$ cat config.mk
export PLATFORM = sky130hd
export DESIGN_NAME = boot_loader_flat
export DESIGN_NICKNAME = d
export VERILOG_FILES = /design/src/rtl/boot_loader_if.sv /design/src/rtl/boot_loader.sv /design/src/flat_wrapper.sv
export SDC_FILE = /design/constraint.sdc
export NUM_CORES = 1
export LEC_CHECK = 0
export ABC_AREA = 1
export CAP_MARGIN = 40
export CELL_PAD_IN_SITES_DETAIL_PLACEMENT = 1
export CELL_PAD_IN_SITES_GLOBAL_PLACEMENT = 1
export CORE_ASPECT_RATIO = 0.8
export CORE_UTILIZATION = 46
export CTS_CLUSTER_SIZE = 40
export DETAILED_ROUTE_END_ITERATION = 6
export GPL_ROUTABILITY_DRIVEN = 0
export PLACE_DENSITY = 0.84
export SYNTH_ARGS = -nofsm -noshare
export SYNTH_HDL_FRONTEND = slang
export SYNTH_SLANG_ARGS = --single-unit
$ cat constraint.sdc
create_clock -name clk -period 4.68 [get_ports clk]
set_input_delay 0.468 -clock clk [delete_from_list [all_inputs] [get_ports clk]]
set_output_delay 0.468 -clock clk [all_outputs]
set_load 0.01 [all_outputs]
$ cat src/rtl/boot_loader_if.sv
// Byte-stream ingress plus RAM write port and boot status for the program loader.
// Latency: n/a (signal bundle only).
// Backpressure: in_ready is driven by the loader; the RAM side never stalls.
interface boot_loader_if #(
  parameter int WIDTH = 16
) ();
  logic [7:0]       in_data;
  logic             in_valid;
  logic             in_ready;
  logic [WIDTH-1:0] mem_addr;
  logic [WIDTH-1:0] mem_data;
  logic             mem_we;
  logic             cpu_hold;
  logic             done;
  logic             error;

  // Upstream byte source and RAM/CPU observer side.
  modport master (
    output in_data, in_valid,
    input  in_ready, mem_addr, mem_data, mem_we, cpu_hold, done, error
  );

  // Loader side.
  modport slave (
    input  in_data, in_valid,
    output in_ready, mem_addr, mem_data, mem_we, cpu_hold, done, error
  );
endinterface

$ cat src/rtl/boot_loader.sv
// Power-up program loader: parses SYNC/ADDR/LEN/DATA/CSUM frames and writes words into RAM.
// Latency: mem_we asserts the cycle after the edge that accepts a word's last byte.
// Backpressure: in_ready is low only after a good load (DONE); otherwise every byte is accepted.
module boot_loader #(
  parameter int         WIDTH   = 16,
  parameter logic [7:0] SYNC    = 8'hA5,
  parameter int         TIMEOUT = 1024
) (
  input logic       clk,
  input logic       reset,
  boot_loader_if.slave bus
);

  localparam int              BPW       = WIDTH / 8;
  localparam int              TW        = (TIMEOUT > 1) ? $clog2(TIMEOUT) : 1;
  localparam logic [TW-1:0]   IDLE_LAST = TW'(TIMEOUT - 1);
  localparam logic [0:0]      LAST_BYTE = 1'(BPW - 1);

  typedef enum logic [2:0] {
    S_IDLE,
    S_ADDR,
    S_LEN,
    S_DATA,
    S_CSUM,
    S_DONE,
    S_ERR
  } state_t;

  state_t r_state;
  state_t w_next;

  logic [0:0]       r_bcnt;      // byte position inside the current multi-byte field
  logic [WIDTH-1:0] r_word;      // partially assembled field
  logic [WIDTH-1:0] r_addr;      // next RAM write address
  logic [WIDTH-1:0] r_cnt;       // words still to be received
  logic [7:0]       r_sum;       // running data-byte checksum
  logic [TW-1:0]    r_idle;      // idle cycles since last accepted byte
  logic             r_mem_we;
  logic [WIDTH-1:0] r_mem_addr;
  logic [WIDTH-1:0] r_mem_data;

  logic             w_rdy;
  logic             w_acc;
  logic             w_is_sync;
  logic             w_last_byte;
  logic             w_active;
  logic             w_timeout;
  logic [WIDTH-1:0] w_asm;

  // Ready depends on state only, so it never combinationally follows in_valid.
  assign w_rdy       = (r_state != S_DONE);
  assign w_acc       = bus.in_valid & w_rdy;
  assign w_is_sync   = (bus.in_data == SYNC);
  assign w_last_byte = (r_bcnt == LAST_BYTE);
  assign w_active    = (r_state == S_ADDR) || (r_state == S_LEN) ||
                       (r_state == S_DATA) || (r_state == S_CSUM);
  assign w_timeout   = (TIMEOUT != 0) && w_active && !w_acc && (r_idle == IDLE_LAST);

  assign bus.in_ready = w_rdy;
  assign bus.mem_we   = r_mem_we;
  assign bus.mem_addr = r_mem_addr;
  assign bus.mem_data = r_mem_data;
  assign bus.cpu_hold = (r_state != S_DONE);
  assign bus.done     = (r_state == S_DONE);
  assign bus.error    = (r_state == S_ERR);

  // Drop the incoming byte into its little-endian slot of the field being assembled.
  always_comb begin
    w_asm = r_word;
    for (int b = 0; b < BPW; b++) begin
      if (int'(r_bcnt) == b) begin
        w_asm[8*b +: 8] = bus.in_data;
      end
    end
  end

  // State register.
  always_ff @(posedge clk or negedge reset) begin
    if (!reset) begin
      r_state <= S_IDLE;
    end else begin
      r_state <= w_next;
    end
  end

  // Frame parser next-state; a timeout overrides any hold in an in-frame state.
  always_comb begin
    w_next = r_state;
    case (r_state)
      S_IDLE: begin
        if (w_acc && w_is_sync) w_next = S_ADDR;
      end
      S_ADDR: begin
        if (w_acc && w_last_byte) w_next = S_LEN;
      end
      S_LEN: begin
        if (w_acc && w_last_byte) w_next = (w_asm == '0) ? S_CSUM : S_DATA;
      end
      S_DATA: begin
        if (w_acc && w_last_byte && (r_cnt == WIDTH'(1))) w_next = S_CSUM;
      end
      S_CSUM: begin
        if (w_acc) w_next = (bus.in_data == r_sum) ? S_DONE : S_ERR;
      end
      S_DONE: begin
        w_next = S_DONE;
      end
      S_ERR: begin
        if (w_acc && w_is_sync) w_next = S_ADDR;
      end
      default: begin
        w_next = S_IDLE;
      end
    endcase
    if (w_timeout) w_next = S_ERR;
  end

  // Idle counter: runs only inside a frame and restarts on every accepted byte.
  always_ff @(posedge clk or negedge reset) begin
    if (!reset) begin
      r_idle <= '0;
    end else if (!w_active || w_acc) begin
      r_idle <= '0;
    end else begin
      r_idle <= r_idle + TW'(1);
    end
  end

  // Field assembly, checksum, address/count tracking and the one-cycle write strobe.
  always_ff @(posedge clk or negedge reset) begin
    if (!reset) begin
      r_bcnt     <= '0;
      r_word     <= '0;
      r_addr     <= '0;
      r_cnt      <= '0;
      r_sum      <= '0;
      r_mem_we   <= 1'b0;
      r_mem_addr <= '0;
      r_mem_data <= '0;
    end else begin
      r_mem_we <= 1'b0;
      if (w_acc) begin
        case (r_state)
          S_IDLE, S_ERR: begin
            if (w_is_sync) begin
              r_sum  <= '0;
              r_bcnt <= '0;
            end
          end
          S_ADDR: begin
            r_word <= w_asm;
            r_bcnt <= w_last_byte ? 1'b0 : r_bcnt + 1'b1;
            if (w_last_byte) r_addr <= w_asm;
          end
          S_LEN: begin
            r_word <= w_asm;
            r_bcnt <= w_last_byte ? 1'b0 : r_bcnt + 1'b1;
            if (w_last_byte) r_cnt <= w_asm;
          end
          S_DATA: begin
            r_word <= w_asm;
            r_sum  <= r_sum + bus.in_data;
            r_bcnt <= w_last_byte ? 1'b0 : r_bcnt + 1'b1;
            if (w_last_byte) begin
              r_mem_we   <= 1'b1;
              r_mem_addr <= r_addr;
              r_mem_data <= w_asm;
              r_addr     <= r_addr + WIDTH'(1);
              r_cnt      <= r_cnt - WIDTH'(1);
            end
          end
          default: begin
          end
        endcase
      end
    end
  end

endmodule
$ cat src/flat_wrapper.sv
// flat-port wrapper written by rule: the top's interface ports become plain ports
module boot_loader_flat 
#(
  parameter int         WIDTH   = 16,
  parameter logic [7:0] SYNC    = 8'hA5,
  parameter int         TIMEOUT = 1024
)
  (clk, reset, bus_in_data, bus_in_valid, bus_in_ready, bus_mem_addr, bus_mem_data, bus_mem_we, bus_cpu_hold, bus_done, bus_error);
  boot_loader_if #(.WIDTH(WIDTH)) bus_i ();
  input logic clk;
  input logic reset;
  input wire logic [$bits(bus_i.in_data)-1:0] bus_in_data;
  input wire logic [$bits(bus_i.in_valid)-1:0] bus_in_valid;
  output wire logic [$bits(bus_i.in_ready)-1:0] bus_in_ready;
  output wire logic [$bits(bus_i.mem_addr)-1:0] bus_mem_addr;
  output wire logic [$bits(bus_i.mem_data)-1:0] bus_mem_data;
  output wire logic [$bits(bus_i.mem_we)-1:0] bus_mem_we;
  output wire logic [$bits(bus_i.cpu_hold)-1:0] bus_cpu_hold;
  output wire logic [$bits(bus_i.done)-1:0] bus_done;
  output wire logic [$bits(bus_i.error)-1:0] bus_error;
  assign bus_i.in_data = bus_in_data;
  assign bus_i.in_valid = bus_in_valid;
  assign bus_in_ready = bus_i.in_ready;
  assign bus_mem_addr = bus_i.mem_addr;
  assign bus_mem_data = bus_i.mem_data;
  assign bus_mem_we = bus_i.mem_we;
  assign bus_cpu_hold = bus_i.cpu_hold;
  assign bus_done = bus_i.done;
  assign bus_error = bus_i.error;
  boot_loader #(.WIDTH(WIDTH), .SYNC(SYNC), .TIMEOUT(TIMEOUT)) u_core (.clk(clk), .reset(reset), .bus(bus_i));
endmodule
======== After elaboration in Yosys (flattened, before gate mapping) ========
Cells that the tools add are included.
cells by class
  $add $sub $neg .......................... 5
  equal/unequal tests ..................... 20
  multiplexer cells ....................... 25
  bitwise operators ....................... 1
  reduce and logical (&&, ||, !) cells .... 26
operators by type and width
  operator               number
  $pmux 16 s2            2
  $mux 16                3
  $mux 8                 3
  $mux 3                 7
  $pmux 3 s6             1
  $add 16x1->16 const B  1
  $eq 16x1->1 const B    1
  $logic_not 16->1       1
  $pmux 8 s2             1
  $sub 16x1->16 const B  1
  $add 10x1->10 const B  1
  $eq 10x10->1 const B   1
  $mux 10                1
  $eq 3x3->1 const B     3
  $ne 3x2->1 const B     3
  $reduce_and 3->1       3
  $add 8x8->8            1
  $eq 8x8->1             1
  $eq 8x8->1 const B     1
  $ne 2x1->1 const B     4
  $reduce_and 4->1       2
  $reduce_bool 2->1      4
  $eq 3x2->1 const B     2
  $ne 3x1->1 const B     2
  15 further kinds       27
storage, ports and cells
  register bits after elaboration ......... 103
  input port bits ......................... 11
  output and inout port bits .............. 37
  word-level logic and storage cells ...... 87

======== Logic depth before layout (Yosys ltp) ========
  word-level depth ........................ 8
  gate-level depth with buffers ........... 12
  gate-level depth less buffers ........... 11

======== Least setup slack after synthesis ========
No wires, ideal clock.
  path type ............................... input-to-reg
  start point ............................. in bus_in_data[0]
  end point ............................... reg u_core.r_sum[6]
  setup time .............................. 117 ps
  data arrival time ....................... 1639 ps
  required time ........................... 4563 ps
  slack ................................... 2923 ps
  cell stages on the path ................. 7
  path buffers ............................ 0
  cell sequence ........................... ha_1 -> fa_1 -> nand4_1 -> o211ai_1 -> or2_2 -> nand3_1 -> nand2_1
on the way
  longest elaborated chain between the ends .. 3
  elaborated cells between the ends (all ways) .. 5
  classes of those cells .................. add/sub (1); eq/ne (2); mux (1); reduce/logical (1)
ends and longest elaborated chain
  item                                                                 line                source
  start, declared                                                      flat_wrapper.sv:12  input wire logic [$bits(bus_i.in_data)-1:0] bus_in_data;
  parallel branches: the longest is 3 deep, another holds $add 8x8->8  --
  end signal, assigned                                                 boot_loader.sv:162  r_sum <= r_sum + bus.in_data;
  end, declared                                                        boot_loader.sv:36   logic [7:0] r_sum;
Parallel ways; which one is timed is not known.
A chain may end at the register's enable or synchronous reset.

======== Worst setup path after layout ========
  start point ............................. reg u_core.r_bcnt
  end point ............................... reg u_core.r_cnt[2]
on the way
  longest elaborated chain between the ends .. 3
  elaborated cells between the ends (all ways) .. 6
  classes of those cells .................. eq/ne (2); mux (3); reduce/logical (1)
ends and longest elaborated chain
  item                    line                source
  start, declared         boot_loader.sv:32   logic [0:0] r_bcnt;
  start signal, assigned  boot_loader.sv:152  r_bcnt <= w_last_byte ? 1'b0 : r_bcnt + 1'b1;
  start signal, assigned  boot_loader.sv:157  r_bcnt <= w_last_byte ? 1'b0 : r_bcnt + 1'b1;
  start signal, assigned  boot_loader.sv:163  r_bcnt <= w_last_byte ? 1'b0 : r_bcnt + 1'b1;
  $mux 8                  boot_loader.sv:71   if (int'(r_bcnt) == b) begin
  $mux 16                 boot_loader.sv:158  if (w_last_byte) r_cnt <= w_asm;
  $pmux 16 s2             boot_loader.sv:143  case (r_state)
  end signal, assigned    boot_loader.sv:158
  end signal, assigned    boot_loader.sv:169  r_cnt <= r_cnt - WIDTH'(1);
  end, declared           boot_loader.sv:35   logic [WIDTH-1:0] r_cnt;
Several ways; a longest one is shown, not always the timed one. The select of a mux whose other input is x is not followed.

==> flow_metrics.env <==
export IMPL_setup_tns_ns=0
export IMPL_num_vias=5257
export IMPL_drv_slew=0
export IMPL_drive_above_1_share=0.0705
export IMPL_period_share=0.535
export IMPL_htreeDepth=3
export IMPL_critPathMaxFanout=23
export IMPL_critical_path_class="flop to flop"
export IMPL_final_antenna_net_count=0
export IMPL_ir_worst_vdd_v=0.000194
export IMPL_synth_cells=764
export IMPL_dpl_instance_area_um2=6310
export IMPL_root_buffer="clkbuf_16"
export IMPL_dpl_cell_count=945
export IMPL_clockBufferDepth=2
export IMPL_grt_pass1_wl_um=27700
export IMPL_worstPathRequired_ns=4.94
export IMPL_grt_max_degree=61
export IMPL_period_needed_ns=2.50
export IMPL_post_route_drc_count=0
export IMPL_cts_sinks=103
export IMPL_hp_class="flop to flop"
export IMPL_layout_nets=828
export IMPL_async_flop_share=1.00
export IMPL_ys_dominant_reg_cell="dfrtp_1"
export IMPL_critPathArrivalTime_ns=2.76
export IMPL_rows=36
export IMPL_fin_cells=961
export IMPL_cellPowerDensity_nw_per_um2=254
export IMPL_finalClockSkew_ns=0.00926
export IMPL_area_delta_synth_final_pct=15.0
export IMPL_ys_types=37
export IMPL_wirelength_um=16600
export IMPL_rsz0062_at_grt="no"
export IMPL_cts_made_buffers=9
export IMPL_top_usage_layer="met2"
export IMPL_synth_top_area_frac=0.450
export IMPL_fp_dieW_um=127
export IMPL_clk_pin_slew_ns=0.07
export IMPL_syn_num_nets=787
export IMPL_routedWlPerCell_um=17.3
export IMPL_start_kind="flop"
export IMPL_fillers=1566
export IMPL_synth_avg_cell_area_um2=7.49
export IMPL_core_area_um2=12200
export IMPL_postLayoutCellArea_um2=6580
export IMPL_syn_area_um2=5720
export IMPL_grt_use_total=0.278
export IMPL_finalSetupViolCount=0
export IMPL_max_freq_mhz=399
export IMPL_relSlewSlack=0.450
export IMPL_grt_pass1_vias=5423
export IMPL_netlist_top_cells_area="dfrtp_1 45%, nand2_1 16%, nor2_1 5.9%"
export IMPL_grt_overflow=0
export IMPL_end_kind="flop"
export IMPL_dp_hpwl_um=12500
export IMPL_synth_largest_area_cell="dfrtp_1"
export IMPL_vias_per_cell=5.47
export IMPL_synth_warnings=0
export IMPL_drv_cap=0
export IMPL_tightest_slew_ns=0.823
export IMPL_grt_antenna_before_repair=0
export IMPL_hold_viol=0
export IMPL_diodes=0
export IMPL_pre_cts_ws_ns=2.11
export IMPL_drt_pass1_iterations=5
export IMPL_grt_use_met3=0.0475
export IMPL_numPortBuffers=47
export IMPL_p_leak_nw=3.21
export IMPL_synth_edf_count=0
export IMPL_fin_ws_ns=2.18
export IMPL_clk_latency_ns=0.35
export IMPL_dr_first_iter_drc_count=290
export IMPL_grt_use_met1=0.375
export IMPL_ys_seq_area_frac=0.450
export IMPL_io_pin_count=48
export IMPL_dieArea_um2=12900
export IMPL_synth_seq_cells=103
export IMPL_grtUsageMet2=0.468
export IMPL_cts_tree="built"
export IMPL_status="completed"
export IMPL_die_h_um=102
export IMPL_start_util=0.470
==> state kept, by name (all words and copies together) (netlist names), 3 cells and up <==
| register | count |
|---|---|
| u_core.r_idle | 10 |
| u_core.r_state | 3 |
| u_core.r_cnt | 16 |
| u_core.r_word | 16 |
| u_core.r_addr | 16 |
| u_core.r_sum | 8 |
| u_core.bus.mem_addr | 16 |
| u_core.bus.mem_data | 16 |
==> synth_stat cells (2+ instances only) <==
cell type    n
a21boi_0     4
a21oi_1     25
a22oi_1      8
a31oi_1      6
buf_2        9
buf_6        5
clkbuf_1     7
dfrtp_1    103
ha_1        11
inv_1       78
inv_2        7
nand2_1    241
nand2_2      3
nand3_1     33
nand4_1      4
nor2_1      90
nor2_4       3
nor3_1      16
o211ai_1     2
o21ai_0     60
o21ai_2     23
o21bai_1     2
xnor2_1      5
xor2_1       6
==> report_power, final <==
group | switching (mW) | internal, mW | leakage [nW]
sequential | 0.00274 | 0.890 | 1.32
combinational | 0.0641 | 0.0245 | 1.77
clock | 0.335 | 0.358 | 0.121
==> area by class of cell <==
type                            count  area, um^2  area share
Clock buffer                       10         229      0.0348
Clock inverter                      5        36.3     0.00551
Inverter                           85         319      0.0485
Multi-Input combinational cell    554        2690       0.409
Sequential cell                   103        2580       0.392
Tap cell                          152         190      0.0289
Timing Repair Buffer               52         541      0.0821
==> through the flow <==
| stage | total power, mW | hold WS [ns] | util |
|---|---|---|---|
| after floorplan | 0.946 | 0.172 | - |
| after global placement | 0.994 | 0.450 | 0.515 |
| after detailed placement | 0.998 | 0.311 | 0.519 |
| after CTS | 1.69 | 0.465 | 0.541 |
| after global routing | 1.73 | 0.481 | 0.541 |
| final | 1.67 | 0.462 | 0.541 |
==> critical path: stages (launching register included) <==
cell	delay, ns
dfrtp_1	0.78
inv_1	0.46
o21ai_0	0.62
nand2_1	0.25
o21ai_0	0.14
nand2_1	0.07
o21ai_0	0.09
==> final timing paths <==
check	from	end	slack, ns	cells after the start
worst max-delay path	u_core.r_bcnt$_DFFE_PN0P_	u_core.r_cnt[2]$_DFFE_PN0P_	2.18	6
max in group asynchronous	reset	u_core.r_word[7]$_DFFE_PN0P_	3.46	3
worst min-delay path	u_core.r_idle[0]$_DFF_PN0_	u_core.r_idle[0]$_DFF_PN0_	0.46	1
worst max register to register	u_core.r_bcnt$_DFFE_PN0P_	u_core.r_cnt[2]$_DFFE_PN0P_	2.18	6
min in group asynchronous	reset	u_core.r_sum[6]$_DFFE_PN0P_	0.49	2
worst min register to register	u_core.r_idle[0]$_DFF_PN0_	u_core.r_idle[0]$_DFF_PN0_	0.46	1
==> metal layers <==
metal,share of wire,up-vias,wire (um)
met3,0.034,28,569
li1,-,2530,-
met5,0,-,0
met2,0.47,97,7870
met4,0.016,0,258
met1,0.48,2602,7920
==> layout by cell type, fill, tap and decap left out, types with 6 or more instances in the layout <==
cell | netlist | final
ha_1 | 11 | 11
inv_2 | 7 | 7
nand2_1 | 241 | 241
nand3_1 | 33 | 33
nor2_1 | 90 | 90
o21ai_2 | 23 | 23
clkdlybuf4s50_1 | 0 | 46
nor3_1 | 16 | 16
dfrtp_1 | 103 | 103
xor2_1 | 6 | 6
clkbuf_16 | 0 | 9
o21ai_0 | 60 | 60
a31oi_1 | 6 | 6
a21oi_1 | 25 | 25
inv_1 | 78 | 78
a22oi_1 | 8 | 8
==> kinds of logic (layout without fill, tap and decap cells) <==
group           Yosys count  in the layout  synth area share
simple gates            394            394             0.278
compound gates          137            137             0.147
buf+inv                 107            152            0.0794
flops                   103            103             0.450
fa+ha+maj                12             12            0.0276
xor+xnor                 11             11            0.0168
==> what timing repair did <==
item	CTS	global route
setup buffers	0	0
endpoints found under the hold margin	5	0
endpoints found under the setup margin	0	0
resized for setup	0	0
hold buffers	1	0
Note: power is estimated with default switching activity, not from simulation.
==> edit 1: new RTL, same settings <==
Encoding of `state_t`: now Gray code (3 bits for 7 states).
--- a/src/rtl/boot_loader.sv
+++ b/src/rtl/boot_loader.sv
@@ -18,11 +18,11 @@
 
   typedef enum logic [2:0] {
-    S_IDLE,
-    S_ADDR,
-    S_LEN,
-    S_DATA,
-    S_CSUM,
-    S_DONE,
-    S_ERR
+    S_IDLE = 3'b000,
+    S_ADDR = 3'b001,
+    S_LEN  = 3'b011,
+    S_DATA = 3'b010,
+    S_CSUM = 3'b110,
+    S_DONE = 3'b111,
+    S_ERR  = 3'b101
   } state_t;
 
Behaviour: same outputs for any inputs over 4 cycles, from zero or initial values and one cycle with reset low; so few cycles prove little.
==> edit 1 against the unedited design <==
Sequential cell count unchanged; synthesized area up 2.6%; worst setup slack worse by 0.014 ns; design area up 2.0%; wire length up 1.3%; critical path depth unchanged.
Power is not compared: it rests on default switching activity, and its combinational part moved more than twofold at a synthesized area within 25%.
==> edit 1: results (changes against the unedited design) <==
status: "finished clean"  # unchanged
viasPerCell: 5.30  # was 5.47
relSlewSlack: 0.456  # was 0.450
clk_latency_ns: 0.36
antenna_found_initial: 0  # unchanged
grt_pass1_vias: 5659  # was 5423
io_buffer_count: 47  # unchanged
fillers: 1592  # was 1566
synthFlopType: "dfrtp_1"  # unchanged
yosysWarnings: 0  # unchanged
place_inst: 990  # was 945
cts-root-buf: "clkbuf_16"  # unchanged
ys_async_sr_fraction: 1.00  # unchanged
vdd_drop_max_v: 0.000338
r2r_cells: 6  # unchanged
final_nets: 853  # was 828
dpl-instance-area_sq_um: 6410  # was 6310 sq um
crit_path_max_fanout: 25  # was 23
cts-resized-gates: 0  # unchanged
fin_cells: 1006  # was 961
grt_max_degree: 48  # was 61
cts_buffers: 9  # unchanged
synthTopCellsByCount: "nand2_1, dfrtp_1, nor2_1"  # unchanged
regToRegSetupSlack_ns: 2.16
synth.yosys.seq_area_share: 0.439  # was 0.450
avgSynthCellArea_sq_um: 7.39  # was 7.49 sq um
first_pass_iters: 5  # unchanged
wl_um: 16800  # was 16600 um
diodes: 0  # unchanged
drive_above_1_share: 0.0707  # was 0.0705
p_leak_nw: 3.32
hold_buffers: 0  # was 1
yosysMostFrequentCell: "nand2_1"  # unchanged
drt_iter0_drc: 226  # was 290
clk_pin_slew_ns: 0.08
clock_skew_ns: 0.00987  # was 0.00926 ns
htreeDepth: 3  # unchanged
post_cts_buffers: 0  # unchanged
synth_nets: 817  # was 787
grt_pass1_wl_um: 28200  # was 27700 um
min_path_type: "input pin to async pin"  # was register to register
hpwl_um: 12200  # was 12500 um
ctsLongestPathBuffers: 2  # unchanged
reg2reg_from: "u_core.r_bcnt"  # unchanged
cp.arrival_ns: 2.78  # was 2.76 ns
grtUsageTotal: 0.276  # was 0.278
r2r-end: "u_core.r_addr[11]"  # was u_core.r_cnt[2]
yosysUniqueCellTypes: 36  # was 37
synth_area_leaders: "dfrtp_1, nand2_1, nor2_1"  # unchanged
[edit 1: cells by family (layout without fill, tap and decap cells)]
logic type	count (synthesis)	after routing	share of synthesized area
AO/OA/AOI/OAI	127	127	0.126
XOR/XNOR	11	11	0.0164
buffers and inverters	111	152	0.0861
AND/OR/NAND/NOR	430	430	0.306
adder cells (fa/ha/maj)	12	12	0.0269
flip-flops	103	103	0.439
[edit 1: cell type report]
type / count / area, sq um / share of cell area
clock buffers: 10 / 239 / 0.0356
clock inverters: 6 / 61.3 / 0.00913
inverters: 85 / 319 / 0.0475
multi-input cells: 580 / 2790 / 0.416
flip-flops and latches: 103 / 2580 / 0.384
well taps: 171 / 214 / 0.0319
repair buffers: 51 / 510 / 0.0761
[edit 1: worst max-delay path by stage]
stage | startpoint | end | cells past startpoint
detailed placement | bus_in_valid | u_core.bus.mem_addr[4] | 8
floorplan | bus_in_data[0] | u_core.r_sum[4] | 7
global placement | bus_in_valid | u_core.r_addr[11] | 6
CTS | u_core.r_bcnt | u_core.r_addr[11] | 6
global route | u_core.r_bcnt | u_core.r_addr[11] | 6
finish | u_core.r_bcnt | u_core.r_addr[11] | 6
[edit 1: critical path, stage by stage, from the launching register on]
cell,delay [ns]
dfrtp_1,0.79
inv_1,0.38
nor3_2,0.67
buf_4,0.30
nand2_1,0.10
o21ai_1,0.14
inv_1,0.05
[edit 1: per-layer routing]
layer  vias up  track usage  share of wire
met2        84        0.485           0.48
met1      2638        0.357           0.47
met3        24       0.0374          0.031
met5         -            0              0
li1       2588            -              -
met4         0       0.0860          0.018
[edit 1: where the power goes]
group	switching [mW]	internal [mW]	total, mW
clock network	0.378	0.389	0.767
registers	0.333	1.25	1.59
logic	1.35	0.768	2.12
[edit 1: stage by stage]
stage          worst slack (ns)  utilization  hold slack (ns)
6_report                   2.16        0.546           0.0389
5_1_grt                    1.89        0.546           0.0633
4_1_cts                    2.18        0.546           0.0483
3_5_place_dp               2.16        0.521            0.434
3_3_place_gp               2.04        0.519            0.448
2_1_floorplan              3.03            -            0.172
==> edit 2: new RTL, config.mk and constraints unchanged <==
Made on the original files. `WIDTH` is set to 16 in 3 places; all go to 24.
--- a/src/rtl/boot_loader_if.sv
+++ b/src/rtl/boot_loader_if.sv
@@ -3,5 +3,5 @@
 // Backpressure: in_ready is driven by the loader; the RAM side never stalls.
 interface boot_loader_if #(
-  parameter int WIDTH = 16
+  parameter int WIDTH = 24
 ) ();
   logic [7:0]       in_data;
--- a/src/rtl/boot_loader.sv
+++ b/src/rtl/boot_loader.sv
@@ -3,5 +3,5 @@
 // Backpressure: in_ready is low only after a good load (DONE); otherwise every byte is accepted.
 module boot_loader #(
-  parameter int         WIDTH   = 16,
+  parameter int         WIDTH   = 24,
   parameter logic [7:0] SYNC    = 8'hA5,
   parameter int         TIMEOUT = 1024
--- a/src/flat_wrapper.sv
+++ b/src/flat_wrapper.sv
@@ -2,5 +2,5 @@
 module boot_loader_flat 
 #(
-  parameter int         WIDTH   = 16,
+  parameter int         WIDTH   = 24,
   parameter logic [7:0] SYNC    = 8'hA5,
   parameter int         TIMEOUT = 1024
Interface: changed (resized bus_mem_addr and bus_mem_data); port bits go from 48 to 64. The function was not compared with the original's and may differ.
==> edit 2 against the unedited design <==
Hold slack got worse by 0.42 ns; fmax down 3.2%; synthesized area is 1.6% lower; design area down 1.1%; worst setup slack worse by 0.083 ns; sequential share of layout area is 0.052 points higher; clock skew barely moved; sequential cell count is 1 lower; count of clock-buffer cells in the layout unchanged; wire length shrank 7.5%; critical path depth up 1; critical path type unchanged; die area is 1.5% lower.
Power is not compared: it rests on default switching activity, and its combinational part moved more than twofold at a synthesized area within 25%.
==> edit 2: results (changes against the unedited design) <==
reg2reg_from: "u_core.r_state[0]"  # was u_core.r_bcnt
cts_buffers: 9  # unchanged
power_clock_uw: 893
grtUsageTotal: 0.262  # was 0.278
regToRegSetupSlack_ns: 2.09  # was 2.18 ns
slowest_stage: "inv_1"  # was dfrtp_1
drive_above_1_share: 0.0753  # was 0.0705
cts-root-buf: "clkbuf_16"  # unchanged
ctsLongestPathBuffers: 2  # unchanged
wl_um: 15400  # was 16600 um
r2r-end: "u_core.r_addr[2]"  # was u_core.r_cnt[2]
clk_latency_ns: 0.35  # about the same
clock_skew_ns: 0.00881  # was 0.00926 ns
synthTopCellsByCount: "nand2_1, dfrtp_1, nor2_1"  # unchanged
grt_max_degree: 47  # was 61
ys_async_sr_fraction: 1.00  # unchanged
synth_area_leaders: "dfrtp_1, nand2_1, nor2_1"  # unchanged
p_sw_mw: 1.45
cts-resized-gates: 0  # unchanged
clk_pin_slew_ns: 0.07  # about the same
max_stage_delay_ns: 0.58  # was 0.78 ns
r2r_cells: 7  # was 6
htreeDepth: 3  # unchanged
post_cts_buffers: 0  # unchanged
grt_pass1_wl_um: 26400  # was 27700 um
synthMuxAreaShare: 0  # unchanged
synthFlopType: "dfrtp_1"  # unchanged
cp.arrival_ns: 2.81  # was 2.76 ns
diodes: 0  # unchanged
io_buffer_count: 47  # unchanged
vdd_drop_max_v: 0.000243
yosysWarnings: 0  # unchanged
synth.yosys.seq_area_share: 0.453  # was 0.450
grt_pass1_vias: 5355  # was 5423
relSlewSlack: 0.492  # was 0.450
first_pass_iters: 4  # was 5
vias: 4997  # was 5257
hpwl_um: 11100  # was 12500 um
antenna_found_initial: 0  # unchanged
synth-compound-area-share: 0.126  # was 0.147
yosysMostFrequentCell: "nand2_1"  # unchanged
final_nets: 788  # was 828
drt_iter0_drc: 327  # was 290
yosysUniqueCellTypes: 45  # was 37
crit_family: "buffers and inverters"  # was compound AO/OA/AOI/OAI gates
status: "finished clean"  # unchanged
synth-adder-area-share: 0.0280  # was 0.0276
synthXorXnorAreaFrac: 0.0124  # was 0.0168
p_leak_nw: 3.17
p_seq_mw: 1.37
min_path_type: "input pin to async pin"  # was register to register
crit_path_max_fanout: 22  # was 23
==> edit 2: changes by cell type after synthesis, moves of 7 or more <==
| cell | unedited run | this run |
|---|---|---|
| a21oi_1 | 25 | 32 |
| o21ai_0 | 60 | 39 |
| nor3_1 | 16 | 9 |
| nor2_2 | 0 | 10 |
| buf_4 | 1 | 20 |
| nand3_1 | 33 | 56 |
| o21ai_1 | 1 | 13 |
| nor2_1 | 90 | 81 |
| o21ai_2 | 23 | 2 |
| nand2_1 | 241 | 173 |
==> edit 2: stage by stage <==
step / worst slack (ns) / instances / cell area, sq um / hold slack, ns
after floorplan: 3.08 / 739 / 5690 / 0.172
after global placement: 1.99 / 900 / 6110 / 0.449
after detailed placement: 1.88 / 902 / 6160 / 0.433
after CTS: 2.11 / 918 / 6510 / 0.0652
after global routing: 1.81 / 918 / 6510 / 0.0842
final: 2.09 / 918 / 6510 / 0.0460
==> edit 2: worst max-delay path by stage <==
stage | startpoint | endpoint
after floorplan | bus_in_data[0] | u_core.r_sum[6]
after global placement | bus_in_valid | u_core.r_addr[2]
after global routing | u_core.r_state[0] | u_core.r_addr[2]
final | u_core.r_state[0] | u_core.r_addr[2]
after CTS | u_core.r_state[0] | u_core.r_addr[8]
after detailed placement | bus_in_valid | u_core.r_addr[2]
==> edit 2: area by class of cell <==
class                   instances  area [sq um]
fillers                      1446          5230
multi-input cells             517          2570
flip-flops and latches        102          2550
repair buffers                 51           531
inverters                      84           315
clock buffers                  10           239
well taps                     148           185
clock inverters                 6           115
==> edit 2: metal layers <==
metal | up-vias | global-route usage | wire [um]
met5 | - | 0 | 0
met4 | 0 | 0.0685 | 205
met3 | 22 | 0.0425 | 628
met2 | 102 | 0.437 | 7410
met1 | 2464 | 0.357 | 7120
li1 | 2409 | - | -
